**src/rtl/dpr16x4_fifo_if.sv**
```systemverilog
// Producer/consumer side of the 16x4 FIFO controller.
// The FIFO is the slave. The bench or the surrounding logic is the master.
interface dpr16x4_fifo_if;
  logic       PUSH;
  logic [3:0] DIN;
  logic       POP;
  logic       CLR_ERR;
  logic [3:0] DOUT;
  logic       DVALID;
  logic       FULL;
  logic       EMPTY;
  logic       AFULL;
  logic       AEMPTY;
  logic [4:0] COUNT;
  logic       OVF;
  logic       UDF;

  modport master (
    output PUSH, DIN, POP, CLR_ERR,
    input  DOUT, DVALID, FULL, EMPTY, AFULL, AEMPTY, COUNT, OVF, UDF
  );

  modport slave (
    input  PUSH, DIN, POP, CLR_ERR,
    output DOUT, DVALID, FULL, EMPTY, AFULL, AEMPTY, COUNT, OVF, UDF
  );
endinterface

```
**src/rtl/dpr16x4_fifo_ctl.sv**
```systemverilog
// 16-deep x 4-bit FIFO controller that drives an external 16x4 dual-port RAM.
// It owns the pointers, occupancy, flags, sticky errors and the registered read data.
module dpr16x4_fifo_ctl #(
  parameter int         AFULL_TH  = 12,
  parameter int         AEMPTY_TH = 2,
  parameter logic [3:0] DOUT_RST  = 4'h0
) (
  input  logic              WCK,
  input  logic              RSTN,
  dpr16x4_fifo_if.slave     bus,
  output logic [3:0]        RAM_WAD,
  output logic [3:0]        RAM_DI,
  output logic              RAM_WRE,
  output logic [3:0]        RAM_RAD,
  input  logic [3:0]        RAM_DO
);

  localparam logic [4:0] AFULL_C  = 5'(AFULL_TH);
  localparam logic [4:0] AEMPTY_C = 5'(AEMPTY_TH);

  logic [4:0] wptr_q, wptr_d;
  logic [4:0] rptr_q, rptr_d;
  logic [4:0] count_q, count_d;
  logic [3:0] dout_q, dout_d;
  logic       dvalid_q, dvalid_d;
  logic       ovf_q, ovf_d;
  logic       udf_q, udf_d;
  logic       full_c, empty_c, wr_acc, rd_acc;

  // Acceptance uses only the flags registered at the start of the cycle.
  always_comb begin
    full_c   = (count_q == 5'd16);
    empty_c  = (count_q == 5'd0);
    wr_acc   = bus.PUSH & ~full_c;
    rd_acc   = bus.POP & ~empty_c;
    wptr_d   = wptr_q + {4'b0, wr_acc};
    rptr_d   = rptr_q + {4'b0, rd_acc};
    count_d  = count_q;
    if (wr_acc && !rd_acc) begin
      count_d = count_q + 5'd1;
    end else if (rd_acc && !wr_acc) begin
      count_d = count_q - 5'd1;
    end
    dout_d   = rd_acc ? RAM_DO : dout_q;
    dvalid_d = rd_acc;
    ovf_d    = (ovf_q & ~bus.CLR_ERR) | (bus.PUSH & full_c);
    udf_d    = (udf_q & ~bus.CLR_ERR) | (bus.POP & empty_c);
  end

  always_ff @(posedge WCK or negedge RSTN) begin
    if (!RSTN) begin
      wptr_q   <= 5'd0;
      rptr_q   <= 5'd0;
      count_q  <= 5'd0;
      dout_q   <= DOUT_RST;
      dvalid_q <= 1'b0;
      ovf_q    <= 1'b0;
      udf_q    <= 1'b0;
    end else begin
      wptr_q   <= wptr_d;
      rptr_q   <= rptr_d;
      count_q  <= count_d;
      dout_q   <= dout_d;
      dvalid_q <= dvalid_d;
      ovf_q    <= ovf_d;
      udf_q    <= udf_d;
    end
  end

  // The RAM commits on WCK, so the write strobe is gated while reset is held.
  assign RAM_WAD    = wptr_q[3:0];
  assign RAM_DI     = bus.DIN;
  assign RAM_WRE    = wr_acc & RSTN;
  assign RAM_RAD    = rptr_q[3:0];

  assign bus.DOUT   = dout_q;
  assign bus.DVALID = dvalid_q;
  assign bus.FULL   = full_c;
  assign bus.EMPTY  = empty_c;
  assign bus.AFULL  = (count_q >= AFULL_C);
  assign bus.AEMPTY = (count_q <= AEMPTY_C);
  assign bus.COUNT  = count_q;
  assign bus.OVF    = ovf_q;
  assign bus.UDF    = udf_q;

  // The registered count must agree with the wrap-bit pointer relation.
  a_full_ptr : assert property (@(posedge WCK) disable iff (!RSTN)
    full_c == ((wptr_q[3:0] == rptr_q[3:0]) && (wptr_q[4] != rptr_q[4])));
  a_empty_ptr : assert property (@(posedge WCK) disable iff (!RSTN)
    empty_c == (wptr_q == rptr_q));

endmodule
```
**src/flat_wrapper.sv**
```systemverilog
// flat-port wrapper written by rule: the top's interface ports become plain ports
module dpr16x4_fifo_ctl_flat 
#(
  parameter int         AFULL_TH  = 12,
  parameter int         AEMPTY_TH = 2,
  parameter logic [3:0] DOUT_RST  = 4'h0
)
  (WCK, RSTN, RAM_WAD, RAM_DI, RAM_WRE, RAM_RAD, RAM_DO, bus_PUSH, bus_DIN, bus_POP, bus_CLR_ERR, bus_DOUT, bus_DVALID, bus_FULL, bus_EMPTY, bus_AFULL, bus_AEMPTY, bus_COUNT, bus_OVF, bus_UDF);
  dpr16x4_fifo_if bus_i ();
  input  logic WCK;
  input  logic RSTN;
  output logic [3:0] RAM_WAD;
  output logic [3:0] RAM_DI;
  output logic RAM_WRE;
  output logic [3:0] RAM_RAD;
  input  logic [3:0] RAM_DO;
  input wire logic [$bits(bus_i.PUSH)-1:0] bus_PUSH;
  input wire logic [$bits(bus_i.DIN)-1:0] bus_DIN;
  input wire logic [$bits(bus_i.POP)-1:0] bus_POP;
  input wire logic [$bits(bus_i.CLR_ERR)-1:0] bus_CLR_ERR;
  output wire logic [$bits(bus_i.DOUT)-1:0] bus_DOUT;
  output wire logic [$bits(bus_i.DVALID)-1:0] bus_DVALID;
  output wire logic [$bits(bus_i.FULL)-1:0] bus_FULL;
  output wire logic [$bits(bus_i.EMPTY)-1:0] bus_EMPTY;
  output wire logic [$bits(bus_i.AFULL)-1:0] bus_AFULL;
  output wire logic [$bits(bus_i.AEMPTY)-1:0] bus_AEMPTY;
  output wire logic [$bits(bus_i.COUNT)-1:0] bus_COUNT;
  output wire logic [$bits(bus_i.OVF)-1:0] bus_OVF;
  output wire logic [$bits(bus_i.UDF)-1:0] bus_UDF;
  assign bus_i.PUSH = bus_PUSH;
  assign bus_i.DIN = bus_DIN;
  assign bus_i.POP = bus_POP;
  assign bus_i.CLR_ERR = bus_CLR_ERR;
  assign bus_DOUT = bus_i.DOUT;
  assign bus_DVALID = bus_i.DVALID;
  assign bus_FULL = bus_i.FULL;
  assign bus_EMPTY = bus_i.EMPTY;
  assign bus_AFULL = bus_i.AFULL;
  assign bus_AEMPTY = bus_i.AEMPTY;
  assign bus_COUNT = bus_i.COUNT;
  assign bus_OVF = bus_i.OVF;
  assign bus_UDF = bus_i.UDF;
  dpr16x4_fifo_ctl #(.AFULL_TH(AFULL_TH), .AEMPTY_TH(AEMPTY_TH), .DOUT_RST(DOUT_RST)) u_core (.WCK(WCK), .RSTN(RSTN), .bus(bus_i), .RAM_WAD(RAM_WAD), .RAM_DI(RAM_DI), .RAM_WRE(RAM_WRE), .RAM_RAD(RAM_RAD), .RAM_DO(RAM_DO));
endmodule
```
**config.mk**
```make
export PLATFORM = sky130hd
export DESIGN_NAME = dpr16x4_fifo_ctl_flat
export DESIGN_NICKNAME = d
export VERILOG_FILES = /design/src/rtl/dpr16x4_fifo_if.sv /design/src/rtl/dpr16x4_fifo_ctl.sv /design/src/flat_wrapper.sv
export SDC_FILE = /design/constraint.sdc
export NUM_CORES = 1
export LEC_CHECK = 0
export CAP_MARGIN = 20
export CORE_ASPECT_RATIO = 0.75
export CORE_MARGIN = 2
export CORE_UTILIZATION = 45
export DETAILED_ROUTE_END_ITERATION = 10
export PLACE_DENSITY = 0.89
export SLEW_MARGIN = 40
export SYNTH_ARGS = -nofsm -noshare
export SYNTH_HDL_FRONTEND = slang
export SYNTH_SLANG_ARGS = --single-unit
```
**constraint.sdc**
```tcl
create_clock -name WCK -period 6.1 [get_ports WCK]
set_clock_uncertainty 0.1 [all_clocks]
set_input_delay 0.915 -clock WCK [delete_from_list [all_inputs] [get_ports WCK]]
set_output_delay 0.915 -clock WCK [all_outputs]
set_load 0.02 [all_outputs]
```
* After elaboration in Yosys (flattened, before gate mapping)
Index checks and enable logic that the tools add are counted.
** Storage, ports and cells
- Memories kept :: 0
- Word-level logic and storage cells :: 34
- Bits of input ports :: 13
- Bits in read-only memories :: 0
- Latch bits :: 0
- Register bits after elaboration :: 22
- Output and inout bits :: 29
- Bits in writable memories :: 0
** Operators by class
- Equal/unequal tests :: 1
- Multiplexer cells :: 2
- Divide/modulo/power cells :: 0
- Shift-type cells :: 0
- Bitwise gates (word level) :: 12
- Reduce and logical (&&, ||, !) cells :: 6
- Add/sub/neg operators :: 4
- $lt $le $gt $ge :: 2
- $mul :: 0
** Operator list (count)
- $add A5 B1 Y5 :: 2
- $mux W5 :: 2
- $and A1 B1 Y1 :: 7
- $add A5 B1 Y5 const B :: 1
- $eq A5 B5 Y1 const B :: 1
- $ge A5 B4 Y1 const B :: 1
- $le A5 B2 Y1 const B :: 1
- $logic_not A5 Y1 :: 1
- $sub A5 B1 Y5 const B :: 1
- $not A1 Y1 :: 3
- $logic_and A1 B1 Y1 :: 2
- $logic_not A1 Y1 :: 2
- $or A1 B1 Y1 :: 2
- $reduce_bool A2 Y1 :: 1

* Logic depth before layout (Yosys ltp)
- Word-level depth :: 7
- Gate-level depth with buffers :: 11
- Depth with buffers taken out :: 10

* Worst setup path before layout
Ideal clock, no wire load.
- Path kind :: reg-to-output
- Start :: reg u_core.count_q[0], in the netlist u_core.bus.COUNT[0]
- End :: out bus_AEMPTY
- Path buffers :: 0
- Required time :: 5085 ps
- Setup slack :: 3411 ps
- Cell stages (with the launch flop) :: 2
- Arrival time :: 1674 ps
- Path through :: dfrtp_1 a2111oi_0
** On the way
- Cells in the longest elaborated chain, start to end :: 1
** RTL lines
- start, declared :: RTL line dpr16x4_fifo_ctl.sv:23 : logic [4:0] count_q, count_d;
- start signal, assigned :: RTL line dpr16x4_fifo_ctl.sv:62 : count_q <= count_d;
- $le A5 B2 Y1 :: RTL line dpr16x4_fifo_ctl.sv:81 : assign bus.AEMPTY = (count_q <= AEMPTY_C);
- end, declared :: RTL line flat_wrapper.sv:26 : output wire logic [$bits(bus_i.AEMPTY)-1:0] bus_AEMPTY;
Every way passes these cells.

* Final worst setup path
- Start :: in bus_PUSH
- End :: out RAM_WRE
** On the way
- Cells in the longest elaborated chain, start to end :: 2
** RTL lines
- start, declared :: RTL line flat_wrapper.sv:17 : input wire logic [$bits(bus_i.PUSH)-1:0] bus_PUSH;
- $and A1 B1 Y1 :: RTL line dpr16x4_fifo_ctl.sv:34 : wr_acc = bus.PUSH & ~full_c;
- $and A1 B1 Y1 :: RTL line dpr16x4_fifo_ctl.sv:73 : assign RAM_WRE = wr_acc & RSTN;
- end, declared :: RTL line flat_wrapper.sv:14 : output logic RAM_WRE;
Every way passes these cells.

==> reports/qor.yml <==
dieWidth_microns: 58.5
placed_cells_incl_taps: 131
post-route-period-util_pct: 52.6
antenna_found_initial: 0
syn2layout_area_growth_pct: 32.8
cts_sinks: 20
syn_nets: 103
dieArea_sq_mm: 0.00262
clk_pin_slew_ns: 0.10
grt_max_degree: 22
maxSlewViolCount: 0
drive_gt1_share_pct: 10.9
final_antenna_net_count: 0
cp.arrival_ns: 2.20
hold_path.class: "reg2reg"
r2r_setup_slack_ns: 3.46
core-area_sq_mm: 0.00205
worstSetupEndpointType: "output port"
initial_utilization_pct: 48.9
leakage_nw: 0.614
fmax_mhz: 311
final-instance-count-excl-fill: 134
yosys.area.top_type_share_pct: 49.9
grt-ovfl-total: 0
setup_viol_count_final: 0
finalSetupTns_ns: 0
syn_area_per_cell_sq_um: 12.5
worstPathRequired_ns: 5.08
fin_total_pwr_mw: 0.711
worst_slew_pin_slew_ns: 0.426
clockBufferDepth: 2
antenna_cells: 0
slew_headroom_pct: 71.6
globalplace.congestion: 0.876
status: "completed"
num_vias: 704
cts-root-buf: "clkbuf_4"
critPathLaunchType: "primary input"
hpwlAfterDp_microns: 1590
yosysSeqAreaShare_pct: 49.9
grt_usage_pct: 16.9
synth_area_sq_mm: 0.00100
hold_buffers: 0
ys_types: 25
cts_made_buffers: 3
synth_area_leaders: "dfrtp_1 (50%), ha_1 (11%), mux2_4 (6.0%)"
hold_violations: 0
viasPerCell: 5.25
clk_latency_ns: 0.29
fp.dieH_microns: 44.9
synth_warnings: 0
p_per_area_mw_per_mm2: 534
fin_nets: 135
critPathKind: "in2out"
cts_resized: 0
tritoncts: "done"
synth_top_cell_by_area: "dfrtp_1"
synth_edf_count: 0
cts_setup_buffers: 0
synth_flop_cell: "dfrtp_1"
rows: 14
yosys_register_bits: 20
wl_microns: 1960
io_pins: 42
synth_common_cells: "dfrtp_1 (20), ha_1 (9), inv_1 (5), nand2_1 (5), xnor2_1 (5)"
drc_errors: 0
grt_pass1_vias: 674
fin_crit_ns: 3.21
ir_drop_mv: 0.362
io_buffers: 33
avgRoutedWirePerCell_microns: 14.6
yosysMostFrequentCell: "dfrtp_1"
grt_pass1_wl_microns: 3210
first_iter_violations: 11
h-tree-depth: 1
async_reset_ff_share_pct: 100
max-cap-violations: 0
drt_first_pass_iters: 5
critPathMaxFanout: 3
rsz0062_at_grt: "false"
netlist_instances: 80
==> state kept, by name, indices dropped and copies added (netlist names) <==
register / count
u_core.wptr_q: 4
u_core.rptr_q: 4
u_core.bus.COUNT: 5
u_core.bus.OVF: 1
u_core.bus.DOUT: 4
u_core.bus.DVALID: 1
u_core.bus.UDF: 1
==> critical path: stages <==
cell and delay (ns):
clkdlybuf4s50_1 0.51, and3_1 0.17, clkdlybuf4s50_1 0.60
==> path summary, 6_finish.rpt <==
path | start | end | depth (start not counted)
max | bus_PUSH | RAM_WRE | 3
min | u_core.rptr_q[3]$_DFF_PN0_ | u_core.rptr_q[3]$_DFF_PN0_ | 1
max reg2reg | u_core.bus.COUNT[1]$_DFFE_PN0P_ | u_core.bus.COUNT[4]$_DFFE_PN0P_ | 10
min reg2reg | u_core.rptr_q[3]$_DFF_PN0_ | u_core.rptr_q[3]$_DFF_PN0_ | 1
max in group asynchronous | RSTN | u_core.wptr_q[2]$_DFF_PN0_ | 1
min in group asynchronous | RSTN | u_core.rptr_q[2]$_DFF_PN0_ | 1
==> per-layer routing <==
layer | up-vias | track usage, % | wire length (microns)
li1 | 327 | - | -
met1 | 347 | 20.4 | 801
met4 | 0 | 2.79 | 0
met2 | 30 | 29.4 | 980
met5 | - | 0 | 0
met3 | 0 | 6.59 | 176
==> metrics by stage <==
step / setup slack [ns] / utilization (%) / area (sq um) / hold slack, ns
after floorplan: 3.41 / - / 1000 / 0.482
after global placement: 2.24 / 64.1 / 1310 / 0.358
after detailed placement: 2.89 / 63.9 / 1310 / 0.362
after CTS: 2.89 / 65.0 / 1330 / 0.381
after global routing: 2.86 / 65.0 / 1330 / 0.399
final: 2.89 / 65.0 / 1330 / 0.372
==> logic make-up after synthesis <==
group	share of synthesized area, %
flops	49.9
xor+xnor	6.99
compound gates	7.12
mux	5.99
simple gates	9.61
buf+inv	7.12
fa+ha+maj	13.2
==> report_power, final <==
group / internal [mW] / leakage, nW / total [mW] / switching (mW)
Clock: 0.0230 / 0.0138 / 0.0594 / 0.0364
Sequential: 0.190 / 0.240 / 0.250 / 0.0607
Combinational: 0.207 / 0.360 / 0.401 / 0.194
==> placed cells by master (no fill, tap or decap) <==
| cell | count |
|---|---|
| clkdlybuf4s50_1 | 32 |
| dfrtp_1 | 20 |
| ha_1 | 9 |
| nand2_1 | 5 |
| inv_1 | 5 |
| xnor2_1 | 5 |
| mux2_4 | 4 |
| xor2_1 | 3 |
| nand3_1 | 3 |
| a21oi_1 | 3 |
| o21ai_0 | 3 |
| clkbuf_4 | 3 |
| a22o_1 | 2 |
| and3_1 | 2 |
| nor4_2 | 1 |
| and2_1 | 1 |
| and2b_4 | 1 |
| nand2b_4 | 1 |
| inv_2 | 1 |
| a2111oi_0 | 1 |
| a21o_1 | 1 |
| nand3b_1 | 1 |
| o21bai_1 | 1 |
| fa_1 | 1 |
| buf_2 | 1 |
==> layout make-up <==
cell class	instances	area (sq um)
timing repair buffer	33	325
tap	24	30.0
multi-input combinational	48	430
fill	178	718
inverter	6	22.5
sequential	20	500
clock buffer	3	22.5
Power figures use the tool's default switching activity.
